[config.mk]
export PLATFORM = sky130hd
export DESIGN_NAME = adder_stim_gen_flat
export DESIGN_NICKNAME = d
export VERILOG_FILES = /design/src/rtl/adder_stim_gen_if.sv /design/src/rtl/adder_stim_gen.sv /design/src/flat_wrapper.sv
export SDC_FILE = /design/constraint.sdc
export NUM_CORES = 1
export LEC_CHECK = 0
export ABC_AREA = 1
export BUFFER_PORTS_ARGS = -buffer_cell sky130_fd_sc_hd__buf_2
export CORE_MARGIN = 1
export CORE_UTILIZATION = 50
export CTS_CLUSTER_DIAMETER = 100
export DETAILED_ROUTE_END_ITERATION = 12
export PLACE_DENSITY = 0.81
export SYNTH_ARGS = -nofsm -noshare
export SYNTH_HDL_FRONTEND = slang
export SYNTH_SLANG_ARGS = --single-unit
[constraint.sdc]
create_clock -name clk -period 4 [get_ports clk]
set_input_delay 0.8 -clock clk [delete_from_list [all_inputs] [get_ports clk]]
set_output_delay 0.8 -clock clk [all_outputs]
set_load 0.05 [all_outputs]
[src/rtl/adder_stim_gen_if.sv]
// Operand/result bus between the stimulus generator and the adder under test.
//   a, b  : operands, driven by the generator
//   valid : a/b are meaningful this cycle
//   c     : adder result, driven by the adder
// master = generator side, slave = adder side.
interface adder_stim_gen_if #(
  parameter int unsigned DATA_W = 4,
  parameter int unsigned RES_W  = 7
);
  logic [DATA_W-1:0] a;
  logic [DATA_W-1:0] b;
  logic              valid;
  logic [RES_W-1:0]  c;

  modport master (output a, b, valid, input c);
  modport slave  (input a, b, valid, output c);
endinterface

[src/rtl/adder_stim_gen.sv]
// LFSR-driven stimulus generator and checker for a pipelined adder.
// Each transaction drives one valid beat of pseudo-random operands, waits
// LATENCY cycles and compares the returned sum, accumulating pass/fail counts.
//   clk, reset        : clock (rising edge), asynchronous active-low reset
//   start             : begin a run (accepted only when idle or done)
//   num_txn, seed     : run length and LFSR seed, captured with start
//   bus               : operand/result bus (master side)
//   busy, done        : run in progress / run complete (held until next start)
//   pass_cnt, fail_cnt: saturating compare counts for the current run
module adder_stim_gen #(
  parameter int unsigned DATA_W  = 4,
  parameter int unsigned RES_W   = 7,
  parameter int unsigned LATENCY = 1
) (
  input  logic                 clk,
  input  logic                 reset,
  input  logic                 start,
  input  logic [15:0]          num_txn,
  input  logic [15:0]          seed,
  adder_stim_gen_if.master     bus,
  output logic                 busy,
  output logic                 done,
  output logic [15:0]          pass_cnt,
  output logic [15:0]          fail_cnt
);

  localparam int unsigned WAIT_W = 3;
  localparam logic [15:0] LFSR_TAPS = 16'hB400;
  localparam logic [15:0] LFSR_INIT = 16'hACE1;

  localparam logic [2:0] ST_IDLE  = 3'd0;
  localparam logic [2:0] ST_DRIVE = 3'd1;
  localparam logic [2:0] ST_WAIT  = 3'd2;
  localparam logic [2:0] ST_CHECK = 3'd3;
  localparam logic [2:0] ST_DONE  = 3'd4;

  logic [2:0]        state_q, state_d;
  logic [15:0]       lfsr_q, lfsr_d;
  logic [15:0]       txn_q, txn_d;
  logic [15:0]       num_txn_q, num_txn_d;
  logic [15:0]       pass_q, pass_d;
  logic [15:0]       fail_q, fail_d;
  logic [WAIT_W-1:0] wait_q, wait_d;
  logic [RES_W-1:0]  exp_q, exp_d;
  logic [DATA_W-1:0] a_q, a_d;
  logic [DATA_W-1:0] b_q, b_d;
  logic              valid_q, valid_d;
  logic              busy_q, busy_d;
  logic              done_q, done_d;

  // One step of the right-shifting Galois LFSR
  function automatic logic [15:0] lfsr_step(input logic [15:0] cur);
    lfsr_step = (cur >> 1) ^ (cur[0] ? LFSR_TAPS : 16'h0000);
  endfunction

  // Next-state and next-output logic; outputs are derived from the next state
  // so that every output comes straight from a flop.
  always_comb begin
    state_d   = state_q;
    lfsr_d    = lfsr_q;
    txn_d     = txn_q;
    num_txn_d = num_txn_q;
    pass_d    = pass_q;
    fail_d    = fail_q;
    wait_d    = wait_q;
    exp_d     = exp_q;

    case (state_q)
      ST_IDLE, ST_DONE: begin
        if (start) begin
          lfsr_d    = (seed == 16'h0000) ? LFSR_INIT : seed;
          txn_d     = 16'h0000;
          num_txn_d = num_txn;
          pass_d    = 16'h0000;
          fail_d    = 16'h0000;
          state_d   = (num_txn == 16'h0000) ? ST_DONE : ST_DRIVE;
        end
      end
      ST_DRIVE: begin
        if (LATENCY == 1) begin
          state_d = ST_CHECK;
        end else begin
          wait_d  = WAIT_W'(LATENCY - 2);
          state_d = ST_WAIT;
        end
      end
      ST_WAIT: begin
        if (wait_q == '0) begin
          state_d = ST_CHECK;
        end else begin
          wait_d = wait_q - WAIT_W'(1);
        end
      end
      ST_CHECK: begin
        if (bus.c == exp_q) begin
          pass_d = (pass_q == 16'hFFFF) ? pass_q : pass_q + 16'd1;
        end else begin
          fail_d = (fail_q == 16'hFFFF) ? fail_q : fail_q + 16'd1;
        end
        lfsr_d  = lfsr_step(lfsr_q);
        txn_d   = txn_q + 16'd1;
        state_d = (txn_d == num_txn_q) ? ST_DONE : ST_DRIVE;
      end
      default: state_d = ST_IDLE;
    endcase

    valid_d = (state_d == ST_DRIVE);
    a_d     = valid_d ? lfsr_d[DATA_W-1:0]        : '0;
    b_d     = valid_d ? lfsr_d[2*DATA_W-1:DATA_W] : '0;
    if (valid_d) begin
      exp_d = RES_W'(a_d) + RES_W'(b_d);
    end
    busy_d = (state_d == ST_DRIVE) || (state_d == ST_WAIT) || (state_d == ST_CHECK);
    done_d = (state_d == ST_DONE);
  end

  // State and output registers
  always_ff @(posedge clk or negedge reset) begin
    if (!reset) begin
      state_q   <= ST_IDLE;
      lfsr_q    <= LFSR_INIT;
      txn_q     <= 16'h0000;
      num_txn_q <= 16'h0000;
      pass_q    <= 16'h0000;
      fail_q    <= 16'h0000;
      wait_q    <= '0;
      exp_q     <= '0;
      a_q       <= '0;
      b_q       <= '0;
      valid_q   <= 1'b0;
      busy_q    <= 1'b0;
      done_q    <= 1'b0;
    end else begin
      state_q   <= state_d;
      lfsr_q    <= lfsr_d;
      txn_q     <= txn_d;
      num_txn_q <= num_txn_d;
      pass_q    <= pass_d;
      fail_q    <= fail_d;
      wait_q    <= wait_d;
      exp_q     <= exp_d;
      a_q       <= a_d;
      b_q       <= b_d;
      valid_q   <= valid_d;
      busy_q    <= busy_d;
      done_q    <= done_d;
    end
  end

  assign bus.a     = a_q;
  assign bus.b     = b_q;
  assign bus.valid = valid_q;
  assign busy      = busy_q;
  assign done      = done_q;
  assign pass_cnt  = pass_q;
  assign fail_cnt  = fail_q;

endmodule

[src/flat_wrapper.sv]
// flat-port wrapper written by rule: the top's interface ports become plain ports
module adder_stim_gen_flat 
#(
  parameter int unsigned DATA_W  = 4,
  parameter int unsigned RES_W   = 7,
  parameter int unsigned LATENCY = 1
)
  (clk, reset, start, num_txn, seed, busy, done, pass_cnt, fail_cnt, bus_a, bus_b, bus_valid, bus_c);
  adder_stim_gen_if #(.DATA_W(DATA_W), .RES_W(RES_W)) bus_i ();
  input  logic clk;
  input  logic reset;
  input  logic start;
  input  logic [15:0] num_txn;
  input  logic [15:0] seed;
  output logic busy;
  output logic done;
  output logic [15:0] pass_cnt;
  output logic [15:0] fail_cnt;
  output wire logic [$bits(bus_i.a)-1:0] bus_a;
  output wire logic [$bits(bus_i.b)-1:0] bus_b;
  output wire logic [$bits(bus_i.valid)-1:0] bus_valid;
  input wire logic [$bits(bus_i.c)-1:0] bus_c;
  assign bus_a = bus_i.a;
  assign bus_b = bus_i.b;
  assign bus_valid = bus_i.valid;
  assign bus_i.c = bus_c;
  adder_stim_gen #(.DATA_W(DATA_W), .RES_W(RES_W), .LATENCY(LATENCY)) u_core (.clk(clk), .reset(reset), .start(start), .num_txn(num_txn), .seed(seed), .bus(bus_i), .busy(busy), .done(done), .pass_cnt(pass_cnt), .fail_cnt(fail_cnt));
endmodule
# Word level (Yosys, flattened, before mapping)
# Cells that the tools add are included.
# classes
n_eq_ne	17
add_sub_neg	5
n_reduce_logical	13
muxes	19
bitwise	2
# ops
cell	count
two-way mux 16 bit	8
one-hot mux 16 bit (2 select lines)	4
adder 16 x 1 -> 16 bit (second input constant)	3
equality test 16 bit (second input constant)	2
zero test 16 bit	2
equality test 16 bit	1
bitwise XOR 15 x 16 -> 16 bit	1
equality test 3 x 2 -> 1 bit (second input constant)	4
two-way mux 3 bit	4
one-hot mux 3 bit (4 select lines)	1
two-way mux 4 bit	2
inequality test 2 bit (second input constant)	4
AND reduction 4 bit	2
equality test 7 bit	1
equality test 3 x 1 -> 1 bit (second input constant)	2
equality test 3 bit (second input constant)	2
zero test 3 bit	2
AND reduction 2 bit	3
adder 4 x 4 -> 5 bit	1
subtractor 3 x 1 -> 3 bit (second input constant)	1
logical OR 1 bit	2
inequality test 2 x 1 -> 1 bit (second input constant)	1
nonzero test 2 bit	1
OR reduction 2 bit	1
inverter 1 bit	1
# word_totals
elab_cells	70
regBits	104
out_inout_bits	43
in_bits	42

# Logic depth before layout (Yosys ltp)
# logic_depth
depth_word	7
ltp_mapped	22
mapped_depth_nobuf	21

# Least setup slack after synthesis
# No wires, ideal clock.
# synth_path
kind	input to register
from	input port seed[15]
to	register u_core.exp_q[2]
t_required_ps	3935
arrival_ps	2943
path_slack_ps	992
n_path_buf	0
setup_ps	65
cell_stages	13
cell_sequence	nor2_1 nand2_1 nor4_1 nor3_1 a211oi_1 nor2_1 nor2_1 ha_1 inv_1 fa_1 xnor2_1 nand3_1 nand2_2
# synth_between
elab_chain_cells	6
elab_cells_between_ends	7
cone_classes	1 x add/sub; 5 x mux; 1 x reduce/logical
# synth_lines
element	line	rtl
start, declared	flat_wrapper.sv:14	input logic [15:0] seed;
zero test 16 bit	adder_stim_gen.sv:71	lfsr_d = (seed == 16'h0000) ? LFSR_INIT : seed;
two-way mux 16 bit	adder_stim_gen.sv:71	
two-way mux 16 bit	adder_stim_gen.sv:70	if (start) begin
one-hot mux 16 bit (2 select lines)	adder_stim_gen.sv:68	case (state_q)
two-way mux 4 bit	adder_stim_gen.sv:108	a_d = valid_d ? lfsr_d[DATA_W-1:0] : '0;
via u_core.a_d[0]	adder_stim_gen.sv:45	logic [DATA_W-1:0] a_q, a_d;
adder 4 x 4 -> 5 bit	adder_stim_gen.sv:111	exp_d = RES_W'(a_d) + RES_W'(b_d);
end signal, assigned	adder_stim_gen.sv:141	exp_q <= exp_d;
end, declared	adder_stim_gen.sv:44	logic [RES_W-1:0] exp_q, exp_d;
# The timed path passes the listed nets, and every way through them passes these cells. The select of a mux whose other input is x is not followed.
# A chain may end at the register's enable or synchronous reset.

# Worst setup path after layout
# layout_path
from	register u_core.txn_q[0]
to	register u_core.exp_q[4]
# layout_between
elab_chain_cells	7
elab_cells_between_ends	8
cone_classes	2 x add/sub; 2 x eq/ne; 4 x mux
# layout_lines
element	line	rtl
start, declared	adder_stim_gen.sv:39	logic [15:0] txn_q, txn_d;
start signal, assigned	adder_stim_gen.sv:136	txn_q <= txn_d;
adder 16 x 1 -> 16 bit	adder_stim_gen.sv:101	txn_d = txn_q + 16'd1;
equality test 16 bit	adder_stim_gen.sv:102	state_d = (txn_d == num_txn_q) ? ST_DONE : ST_DRIVE;
two-way mux 3 bit	adder_stim_gen.sv:102	
one-hot mux 3 bit (4 select lines)	adder_stim_gen.sv:68	
via u_core.state_d[0]	adder_stim_gen.sv:37	logic [2:0] state_q, state_d;
equality test 3 x 1 -> 1 bit	adder_stim_gen.sv:107	valid_d = (state_d == ST_DRIVE);
two-way mux 4 bit	adder_stim_gen.sv:109	b_d = valid_d ? lfsr_d[2*DATA_W-1:DATA_W] : '0;
via u_core.b_d[0]	adder_stim_gen.sv:46	logic [DATA_W-1:0] b_q, b_d;
adder 4 x 4 -> 5 bit	adder_stim_gen.sv:111	
# The timed path passes the listed nets, and every way through them passes these cells.

==> metrics <==
outcome=finished, final reports clean; Hold Path Cell Cnt=2; placed cell area=6230 sq um; Die Ht=108 um; Yosys reg bits=102; register area share after synthesis=0.453; setup violators final=0; Detailed Route Iter0 Violations=385; Clock transition at path regs=0.07 ns; TNS Setup=0 ns; Critical Path Max Stage Delay=0.45 ns; fraction of layout cells with a size suffix above 1=0.167; Die X=108 um; P per Cell Area=707 nW/um^2; number of port buffers=84; Peak VDD IR=0.542 mV; Max-Cap Viols=0; CTS Buf Count=9; n_diodes=0; Worst path top cell family by delay=simple AND/OR/NAND/NOR gates; Pwr Total=4.59 mW; Most used DFF post-synth=dfrtp_1; startpoint types=register; Max Buffers Root-to-Sink=2; Hold Crit Class=register to register; gpl congestion=0.896; GRT overflow=0; DR DRC count=0; Final Hold Viols=0; Die ar.=11700 sq um; antenna violations before repair=0; Synth Instances=730; most frequent CP cell=nand2_1; P_leak=3.19 nW; CTS tree=yes; count of pins over their slew limit=0; largest net degree at the start of global routing=82; synth warn=0; post-place setup slack=0.546 ns; Post-synth ARST share=1.00; Initial Util=0.517; post-route design area=6500 sq um; Post-Synthesis Cell Area=5660 sq um; Clock Sinks=102; worst slew pin tran=1.02 ns; reg2reg path depth=18; fmax=301 MHz; unrepaired setup endpoints after global routing=false; htree depth=3; via count=5119; number of setup buffers added after CTS=0; Crit path buffers/inverters=1; Layout area overhead=14.8%; Worst-Skew Late Latency=0.34 ns; Worst Path Arrival=3.61 ns; WS Path Type=register to register; crit-path max FO=14; EDFF count, synth=0; Tot GR Track Use=0.246; first-pass GRT wire length=22300 um; CTS resizes=0; IO Count=85; Final nets=868; Mean Syn Cell Area=7.75 sq um; row count=38; detailed-route wire length per cell=14.0 um; Net Count, Synth=782; First-pass DRT Iterations=5; CP Capture Type=register; Routed Antenna Nets=0; critical path cell sequence=ha_1 -> nand2_1 -> nor2_4 -> nand3_1 -> xor3_1 -> nand2_1 -> nor2_1 -> nand3_2 -> nand2_2 -> nand2_4 -> nand2_4 -> nor2_1 -> ha_1 -> inv_1 -> fa_1 -> o21ai_0 -> nand3_1 -> nand2_1; hold buffer count at cts=0; Final period util=0.831; Post-DP HPWL=9740 um; Yosys cell types=40; max_slew headroom=0.320; Vias/cell=5.33; vias in the first global route=4703; critical path's slowest cell=dfrtp_1; crit path time final=3.32 ns; clock skew=0.00902 ns; core box area=10900 sq um; clk root buf=clkbuf_16; final worst-path setup slack=0.677 ns; final WL=13400 um; WP data required=4.28 ns; WP depth=18; fillers=999
-- flip-flops by register name (all words and copies together), names as in the netlist --
name and flops:
u_core.lfsr_q 16, u_core.state_q 3, u_core.fail_cnt 16, u_core.done 1
u_core.bus.a 4, u_core.exp_q 5, u_core.wait_q 3, u_core.txn_q 16
u_core.num_txn_q 16, u_core.bus.b 4, u_core.pass_cnt 16, u_core.busy 1
u_core.bus.valid 1
-- power by group --
part	switching [mW]	internal, mW	total, mW
clock network	0.383	0.421	0.804
logic	1.42	0.667	2.09
registers	0.285	1.42	1.70
-- kinds of logic (layout without fill, tap and decap cells) --
group | after synthesis | in the layout | share of synthesized area
adders and majority gates | 10 | 10 | 0.0234
xor gates and xnor gates | 23 | 23 | 0.0383
DFF | 102 | 102 | 0.453
buffers and inverters | 113 | 203 | 0.0781
AOI/OAI and AO/OA | 115 | 115 | 0.115
and+or+nand+nor | 367 | 367 | 0.292
-- final timing paths --
| path | from | endpoint | slack (ns) |
|---|---|---|---|
| min in group asynchronous | reset | u_core.wait_q[0] | 0.63 |
| setup reg to reg | u_core.txn_q[0] | u_core.exp_q[4] | 0.68 |
| max in group asynchronous | reset | u_core.fail_cnt[8] | 2.47 |
| hold / removal | u_core.wait_q[1] | u_core.wait_q[1] | 0.50 |
| hold reg to reg | u_core.wait_q[1] | u_core.wait_q[1] | 0.50 |
| setup / recovery | u_core.txn_q[0] | u_core.exp_q[4] | 0.68 |
-- cell type report --
class	count	area, sq um	share of cell area
flip-flops and latches	102	2560	0.394
inverters	97	364	0.0560
well taps	140	175	0.0270
clock inverters	5	35.0	0.00539
clock buffers	10	229	0.0352
repair buffers	91	475	0.0732
multi-input cells	515	2660	0.409
-- per-stage QoR --
stage / std cells / utilization / hold WS [ns]
5_1_grt: 960 / 0.594 / 0.509
3_3_place_gp: 945 / 0.570 / 0.472
4_1_cts: 960 / 0.594 / 0.495
2_1_floorplan: 730 / - / 0.452
6_report: 960 / 0.594 / 0.499
3_5_place_dp: 945 / 0.570 / 0.477
-- cells in the final DEF (no fill, tap or decap), types with 16 or more instances in the layout --
cell / synthesis / routed
nor3_1: 16 / 16
nand4_1: 19 / 19
nand2_1: 176 / 176
dfrtp_1: 94 / 94
nor2_1: 68 / 67
o21ai_0: 53 / 53
buf_2: 1 / 83
inv_1: 94 / 94
nand3_1: 53 / 53
a21oi_1: 25 / 25
-- cells in the mapped netlist, types with 10 or more instances --
cell      instances  area [sq um]
nand2_1         176           661
dfrtp_1          94          2350
inv_1            94           353
nor2_1           68           255
nand3_1          53           265
o21ai_0          53           265
a21oi_1          25           125
nand4_1          19           119
nor3_1           16          80.1
clkbuf_1         13          48.8
o22ai_1          12          75.1
xor2_1           12           105
xnor2_1          10          87.6
-- layer usage --
metal	track usage	routed length (um)	vias up
li1	-	-	2572
met1	0.336	6310	2400
met2	0.395	6200	133
met3	0.0591	748	14
met4	0.0627	135	0
met5	0	0	-
-- worst min-delay path, delay by kind of cell (launching register included) --
| family | cells | cell delay [ns] |
|---|---|---|
| simple gates | 1 | 0.05 |
| compound gates | 1 | 0.07 |
| flops | 1 | 0.34 |
Power figures use the tool's default switching activity.
